### src/rtl/led_pwm_seq.sv
`default_nettype none
// ============================================================================
// Module   : led_pwm_seq
// Purpose  : Multi-channel LED PWM sequencer. Per-channel duty and a shared
//            mode (off / static / blink / breathe) are captured into shadow
//            registers on i_load and copied to the active registers only at a
//            PWM period boundary, so an LED never changes mid-period.
// Ports    : i_clk           system clock
//            i_rst_n         asynchronous active-low reset
//            i_load          one-cycle strobe capturing i_duty / i_mode
//            i_mode          0 off, 1 static, 2 blink, 3 breathe
//            i_duty          channel c duty in bits [c*W +: W]
//            o_led           registered active-high LED enables
//            o_period_strobe registered one-cycle pulse per period boundary
// Revision : 1.0  initial release
// ============================================================================
module led_pwm_seq #(
  parameter int CHANNELS      = 3,
  parameter int PWM_WIDTH     = 8,
  parameter int PRESCALE      = 1,
  parameter int BLINK_PERIODS = 64
) (
  input  logic                          i_clk,
  input  logic                          i_rst_n,
  input  logic                          i_load,
  input  logic [1:0]                    i_mode,
  input  logic [CHANNELS*PWM_WIDTH-1:0] i_duty,
  output logic [CHANNELS-1:0]           o_led,
  output logic                          o_period_strobe
);

  localparam int W    = PWM_WIDTH;
  localparam int PS_W = (PRESCALE > 1) ? $clog2(PRESCALE) : 1;
  localparam int BC_W = (BLINK_PERIODS > 1) ? $clog2(BLINK_PERIODS) : 1;

  localparam logic [PS_W-1:0] PS_LAST = PS_W'(PRESCALE - 1);
  localparam logic [BC_W-1:0] BC_LAST = BC_W'(BLINK_PERIODS - 1);
  localparam logic [W-1:0]    CNT_MAX = {W{1'b1}};

  typedef enum logic [1:0] {
    MODE_OFF     = 2'd0,
    MODE_STATIC  = 2'd1,
    MODE_BLINK   = 2'd2,
    MODE_BREATHE = 2'd3
  } mode_e;

  logic [PS_W-1:0]         ps_q,        ps_d;
  logic [W-1:0]            cnt_q,       cnt_d;
  logic [CHANNELS*W-1:0]   sh_duty_q,   sh_duty_d;
  mode_e                   sh_mode_q,   sh_mode_d;
  logic [CHANNELS*W-1:0]   act_duty_q,  act_duty_d;
  mode_e                   act_mode_q,  act_mode_d;
  logic [W-1:0]            env_q,       env_d;
  logic                    dir_down_q,  dir_down_d;
  logic [BC_W-1:0]         blink_cnt_q, blink_cnt_d;
  logic                    phase_q,     phase_d;
  logic [CHANNELS-1:0]     led_q,       led_d;
  logic                    strobe_q,    strobe_d;

  logic                    tick;
  logic                    boundary;
  logic [W-1:0]            duty_c;
  logic [W-1:0]            eff_c;

  always_comb begin
    tick     = (ps_q == PS_LAST);
    boundary = tick && (cnt_q == CNT_MAX);

    ps_d        = tick ? '0 : ps_q + PS_W'(1);
    cnt_d       = tick ? cnt_q + W'(1) : cnt_q;
    sh_duty_d   = sh_duty_q;
    sh_mode_d   = sh_mode_q;
    act_duty_d  = act_duty_q;
    act_mode_d  = act_mode_q;
    env_d       = env_q;
    dir_down_d  = dir_down_q;
    blink_cnt_d = blink_cnt_q;
    phase_d     = phase_q;
    strobe_d    = boundary;
    led_d       = '0;
    duty_c      = '0;
    eff_c       = '0;

    if (i_load) begin
      sh_duty_d = i_duty;
      sh_mode_d = mode_e'(i_mode);
    end

    // The active copy takes the shadow value held before this edge, so a
    // load landing on the boundary cycle waits one more period.
    if (boundary) begin
      act_duty_d = sh_duty_q;
      act_mode_d = sh_mode_q;
      if (sh_mode_q != act_mode_q) begin
        // A new mode always starts its animation from the beginning.
        env_d       = '0;
        dir_down_d  = 1'b0;
        blink_cnt_d = '0;
        phase_d     = 1'b1;
      end else begin
        case (act_mode_q)
          MODE_BLINK: begin
            if (blink_cnt_q == BC_LAST) begin
              blink_cnt_d = '0;
              phase_d     = ~phase_q;
            end else begin
              blink_cnt_d = blink_cnt_q + BC_W'(1);
            end
          end
          MODE_BREATHE: begin
            // Triangle envelope: direction flips at the extremes so each
            // end value is held for exactly one period.
            if (env_q == CNT_MAX) begin
              dir_down_d = 1'b1;
              env_d      = env_q - W'(1);
            end else if (env_q == '0) begin
              dir_down_d = 1'b0;
              env_d      = env_q + W'(1);
            end else begin
              env_d = dir_down_q ? env_q - W'(1) : env_q + W'(1);
            end
          end
          default: ;
        endcase
      end
    end

    for (int c = 0; c < CHANNELS; c++) begin
      duty_c = act_duty_q[c*W +: W];
      case (act_mode_q)
        MODE_STATIC:  eff_c = duty_c;
        MODE_BLINK:   eff_c = phase_q ? duty_c : '0;
        // Upper half of the 2W-bit product scales duty by env/2^W.
        MODE_BREATHE: eff_c = W'(({{W{1'b0}}, duty_c} * {{W{1'b0}}, env_q}) >> W);
        default:      eff_c = '0;
      endcase
      led_d[c] = (cnt_q < eff_c);
    end
  end

  always_ff @(posedge i_clk or negedge i_rst_n) begin
    if (!i_rst_n) begin
      ps_q        <= '0;
      cnt_q       <= '0;
      sh_duty_q   <= '0;
      sh_mode_q   <= MODE_OFF;
      act_duty_q  <= '0;
      act_mode_q  <= MODE_OFF;
      env_q       <= '0;
      dir_down_q  <= 1'b0;
      blink_cnt_q <= '0;
      phase_q     <= 1'b1;
      led_q       <= '0;
      strobe_q    <= 1'b0;
    end else begin
      ps_q        <= ps_d;
      cnt_q       <= cnt_d;
      sh_duty_q   <= sh_duty_d;
      sh_mode_q   <= sh_mode_d;
      act_duty_q  <= act_duty_d;
      act_mode_q  <= act_mode_d;
      env_q       <= env_d;
      dir_down_q  <= dir_down_d;
      blink_cnt_q <= blink_cnt_d;
      phase_q     <= phase_d;
      led_q       <= led_d;
      strobe_q    <= strobe_d;
    end
  end

  assign o_led           = led_q;
  assign o_period_strobe = strobe_q;

endmodule
`default_nettype wire

### config.mk
export PLATFORM = sky130hd
export DESIGN_NAME = led_pwm_seq
export DESIGN_NICKNAME = d
export VERILOG_FILES = /design/src/rtl/led_pwm_seq.sv
export SDC_FILE = /design/constraint.sdc
export NUM_CORES = 1
export LEC_CHECK = 0
export ABC_AREA = 1
export CAP_MARGIN = 15
export CORE_MARGIN = 10
export CORE_UTILIZATION = 58
export CTS_CLUSTER_DIAMETER = 40
export DETAILED_ROUTE_END_ITERATION = 10
export PLACE_DENSITY = 0.76
export SLEW_MARGIN = 15
export SYNTH_ARGS = -nofsm -noshare
export SYNTH_HDL_FRONTEND = slang
export SYNTH_SLANG_ARGS = --single-unit
### constraint.sdc
create_clock -name i_clk -period 5.16 [get_ports i_clk]
set_clock_uncertainty 0.2 [all_clocks]
set_input_delay 1.032 -clock i_clk [delete_from_list [all_inputs] [get_ports i_clk]]
set_output_delay 1.032 -clock i_clk [all_outputs]
set_load 0.1 [all_outputs]
==> flow_metrics.tcl, run 1 <==
set metrics [dict create \
    overflow 0 \
    end_kind "flop" \
    ir_drop_v 0.0002349 \
    drt_first_iter_violations 608 \
    antenna_found_initial 0 \
    ys.flop_type "dfrtp_1" \
    ys_ff_latch 80 \
    diodes 0 \
    drc 0 \
    dieArea_um2 24030 \
    netlist_area_um2 10570 \
    vias 9084 \
    run_status "complete, no violations" \
    ant_nets 0 \
    max_stage_delay_ns 0.56 \
    worstPathRequired_ns 5.21 \
    die_w_um 155.0 \
    placed_area_um2 11400 \
    area_growth_pct 15.62 \
    port_buffers 32 \
    slew_headroom_pct 30.52 \
    row_count 49 \
    holdWs_ns 0.3171 \
    cts.htree.levels 3 \
    yosys_warnings 0 \
    core_um2 17960 \
    synth_nets 1726 \
    wirelength_um 26040 \
    timing.fmax_mhz 201.1 \
    worstPathBufferInverterCount 5 \
    synth_edf_count 0 \
    worstSetupPathType "reg -> reg" \
    grt_max_degree 81 \
    drt-wirelength-per-cell_um 14.84 \
    drive_gt1_share_pct 11.93 \
    gp_congestion 0.9278 \
    synth-seq-area-share_pct 18.95 \
    critical-path-top-delay-family "adder cells" \
    maxCapViolations 0 \
    cts_tree "done" \
    clk_pin_slew_ns 0.08 \
    async_reset_ff_share_pct 100.0 \
    hp-class "reg -> reg" \
    cts.path.max_buffers 2 \
    first_pass_iters 5 \
    multiInputGateArea_um2 7208 \
    powerDensity_nw_per_um2 111.7 \
    viasPerCell 5.176 \
    cts_sinks 80 \
    fin_area_um2 12220 \
    tightest_slew_ns 1.042 \
    clk_latency_ns 0.36 \
    instances_no_fill 1755 \
    cp.arrival_ns 5.03 \
    dpl.hpwl_um 19940 \
    avgSynthCellArea_um2 7.207 \
    final-hold-violation-count 0 \
    crit_fanout 6 \
    die_h_um 155.0 \
    drv_slew 0 \
    cts_root_buf "clkbuf_16" \
    p_leak_uw 0.007546 \
    startpoint_type "flop" \
    final_util_pct 68.05 \
    postCtsHoldBufs 0 \
    grt_pass1_wl_um 42340 \
    ios 33 \
    min_period_over_period_pct 96.37 \
    synth.distinct_cells 41 \
    grt_pass1_vias 8861 \
    cp_slowest_cell "fa_1" \
    seq_area_um2 2018 \
    start_util_pct 58.86 \
    place_inst 1726 \
    fill_cells 1475 \
    setup_viol 0 \
    numCtsBuffers 9 \
    synth_cells 1467 \
    fin_crit_ns 4.973 \
    grt.total_usage_pct 21.33 \
    cp_common_cell "inv_1" \
    nNetsFinal 1780 \
]
[path summary, 6_finish.rpt]
path,from,end,slack [ns],cells past startpoint
setup / recovery,env_q[7],o_led[1],0.19,25
hold / removal,dir_down_q,dir_down_q,0.32,1
setup reg to reg,env_q[7],o_led[1],0.19,25
hold reg to reg,dir_down_q,dir_down_q,0.32,1
max in group asynchronous,i_rst_n,act_duty_q[13],3.35,1
min in group asynchronous,i_rst_n,blink_cnt_q[1],0.63,1
[Yosys cell counts, types with 2 or more instances]
library cell,n,area [um^2]
nand2_1,383,1438
a22oi_1,6,45.04
a21oi_1,71,355.3
o21a_1,4,30.03
buf_2,6,30.03
buf_1,17,63.81
xnor2_1,7,61.31
nand3_1,44,220.2
a31oi_1,4,25.02
ha_1,125,1564
o31ai_1,3,22.52
dfrtp_1,79,1977
nand4_1,3,18.77
o21ai_0,82,410.4
or2_2,2,12.51
inv_1,395,1483
xor2_1,16,140.1
nor2_1,44,165.2
clkbuf_1,38,142.6
fa_1,105,2102
nor3_1,10,50.05
mux2_2,2,22.52
nor4_1,3,18.77
[worst reg2reg max path, stage by stage, from the launching register on]
cell,delay [ns]
dfrtp_2,0.46
nand2_2,0.08
fa_1,0.51
fa_1,0.56
inv_1,0.07
fa_1,0.54
inv_1,0.06
fa_1,0.53
inv_1,0.06
ha_4,0.25
nand2_2,0.09
inv_1,0.05
a21oi_2,0.13
nand2_1,0.09
nand2_1,0.08
nand2_2,0.07
nand3_1,0.10
nand3_2,0.07
a21oi_1,0.15
o21ai_1,0.07
nand2_1,0.09
inv_1,0.05
ha_1,0.26
nand2_1,0.07
o21ai_1,0.13
a21oi_1,0.05
[metal layers]
metal / track usage [%] / up-vias / wire [um]
met5: 0 / - / 0
met4: 7.018 / 0 / 766
met3: 3.639 / 51 / 1794
met2: 34.65 / 343 / 12140
met1: 28.27 / 4206 / 11340
li1: - / 4484 / -
[state kept, by name (all words and copies together), names as in the netlist]
register	count
sh_duty_q	24
blink_cnt_q	6
o_period_strobe	1
o_led	3
sh_mode_q	2
phase_q	1
cnt_q	8
env_q	8
act_duty_q	24
act_mode_q	2
dir_down_q	1
[stage by stage]
step	total power (uW)	setup slack, ns	TNS [ns]
floorplan	690.6	0.009107	0
global placement	733.9	0.03578	0
detailed placement	736.4	-0.09755	-0.1221
CTS	1374	0.005648	0
global route	1408	-0.08533	-0.2208
finish	1365	0.1874	0
[cell families (layout without fill, tap and decap cells)]
kind of cell	Yosys count	after routing	synth area share (%)
muxes	2	2	0.2130
xor gates and xnor gates	23	23	1.905
DFF	80	80	18.95
buffers and inverters	457	516	16.30
AOI/OAI and AO/OA	178	178	9.077
adders and majority gates	230	230	34.67
and+or+nand+nor	497	497	18.89
[cells in the final DEF, fill, tap and decap left out, types with 12 or more instances in the layout]
master / n
nand2_1: 368
clkdlybuf4s50_1: 31
ha_4: 12
a21oi_2: 17
ha_1: 113
xor2_1: 16
dfrtp_2: 12
inv_1: 394
nand2_2: 16
dfrtp_1: 67
o21ai_0: 72
buf_4: 63
nand3_1: 40
fa_1: 99
nor2_1: 41
a21oi_1: 51
[where the power goes]
group	internal, uW	total (uW)	switching [uW]
Clock	337	642	304
Sequential	645	651	5.81
Combinational	29.6	72.6	42.9
[area by class of cell]
class                      count  share of cell area [%]
multi-input combinational    930                   58.97
sequential                    80                   16.51
inverter                     396                   12.16
timing repair buffer         104                   7.656
tap                          229                   2.344
clock buffer                   9                   1.842
clock inverter                 7                  0.5220
[timing repair]
item | CTS | global route
pin swaps | 0 | 45
buffers inserted | 0 | 11
endpoints found under the setup margin | 3 | 3
gates cloned | 0 | 2
resized for setup | 4 | 102
Note: power is estimated with default switching activity, not from simulation.
==> inputs of run 2 (changes only) <==
--- a/config.mk
+++ b/config.mk
@@ -6,7 +6,6 @@
 export NUM_CORES = 1
 export LEC_CHECK = 0
 export ABC_AREA = 1
-export CAP_MARGIN = 15
 export CORE_MARGIN = 10
 export CORE_UTILIZATION = 58
 export CTS_CLUSTER_DIAMETER = 40
==> results of run 2 <==
No change in the layout: final DEF, timing and power equal those of run 1.
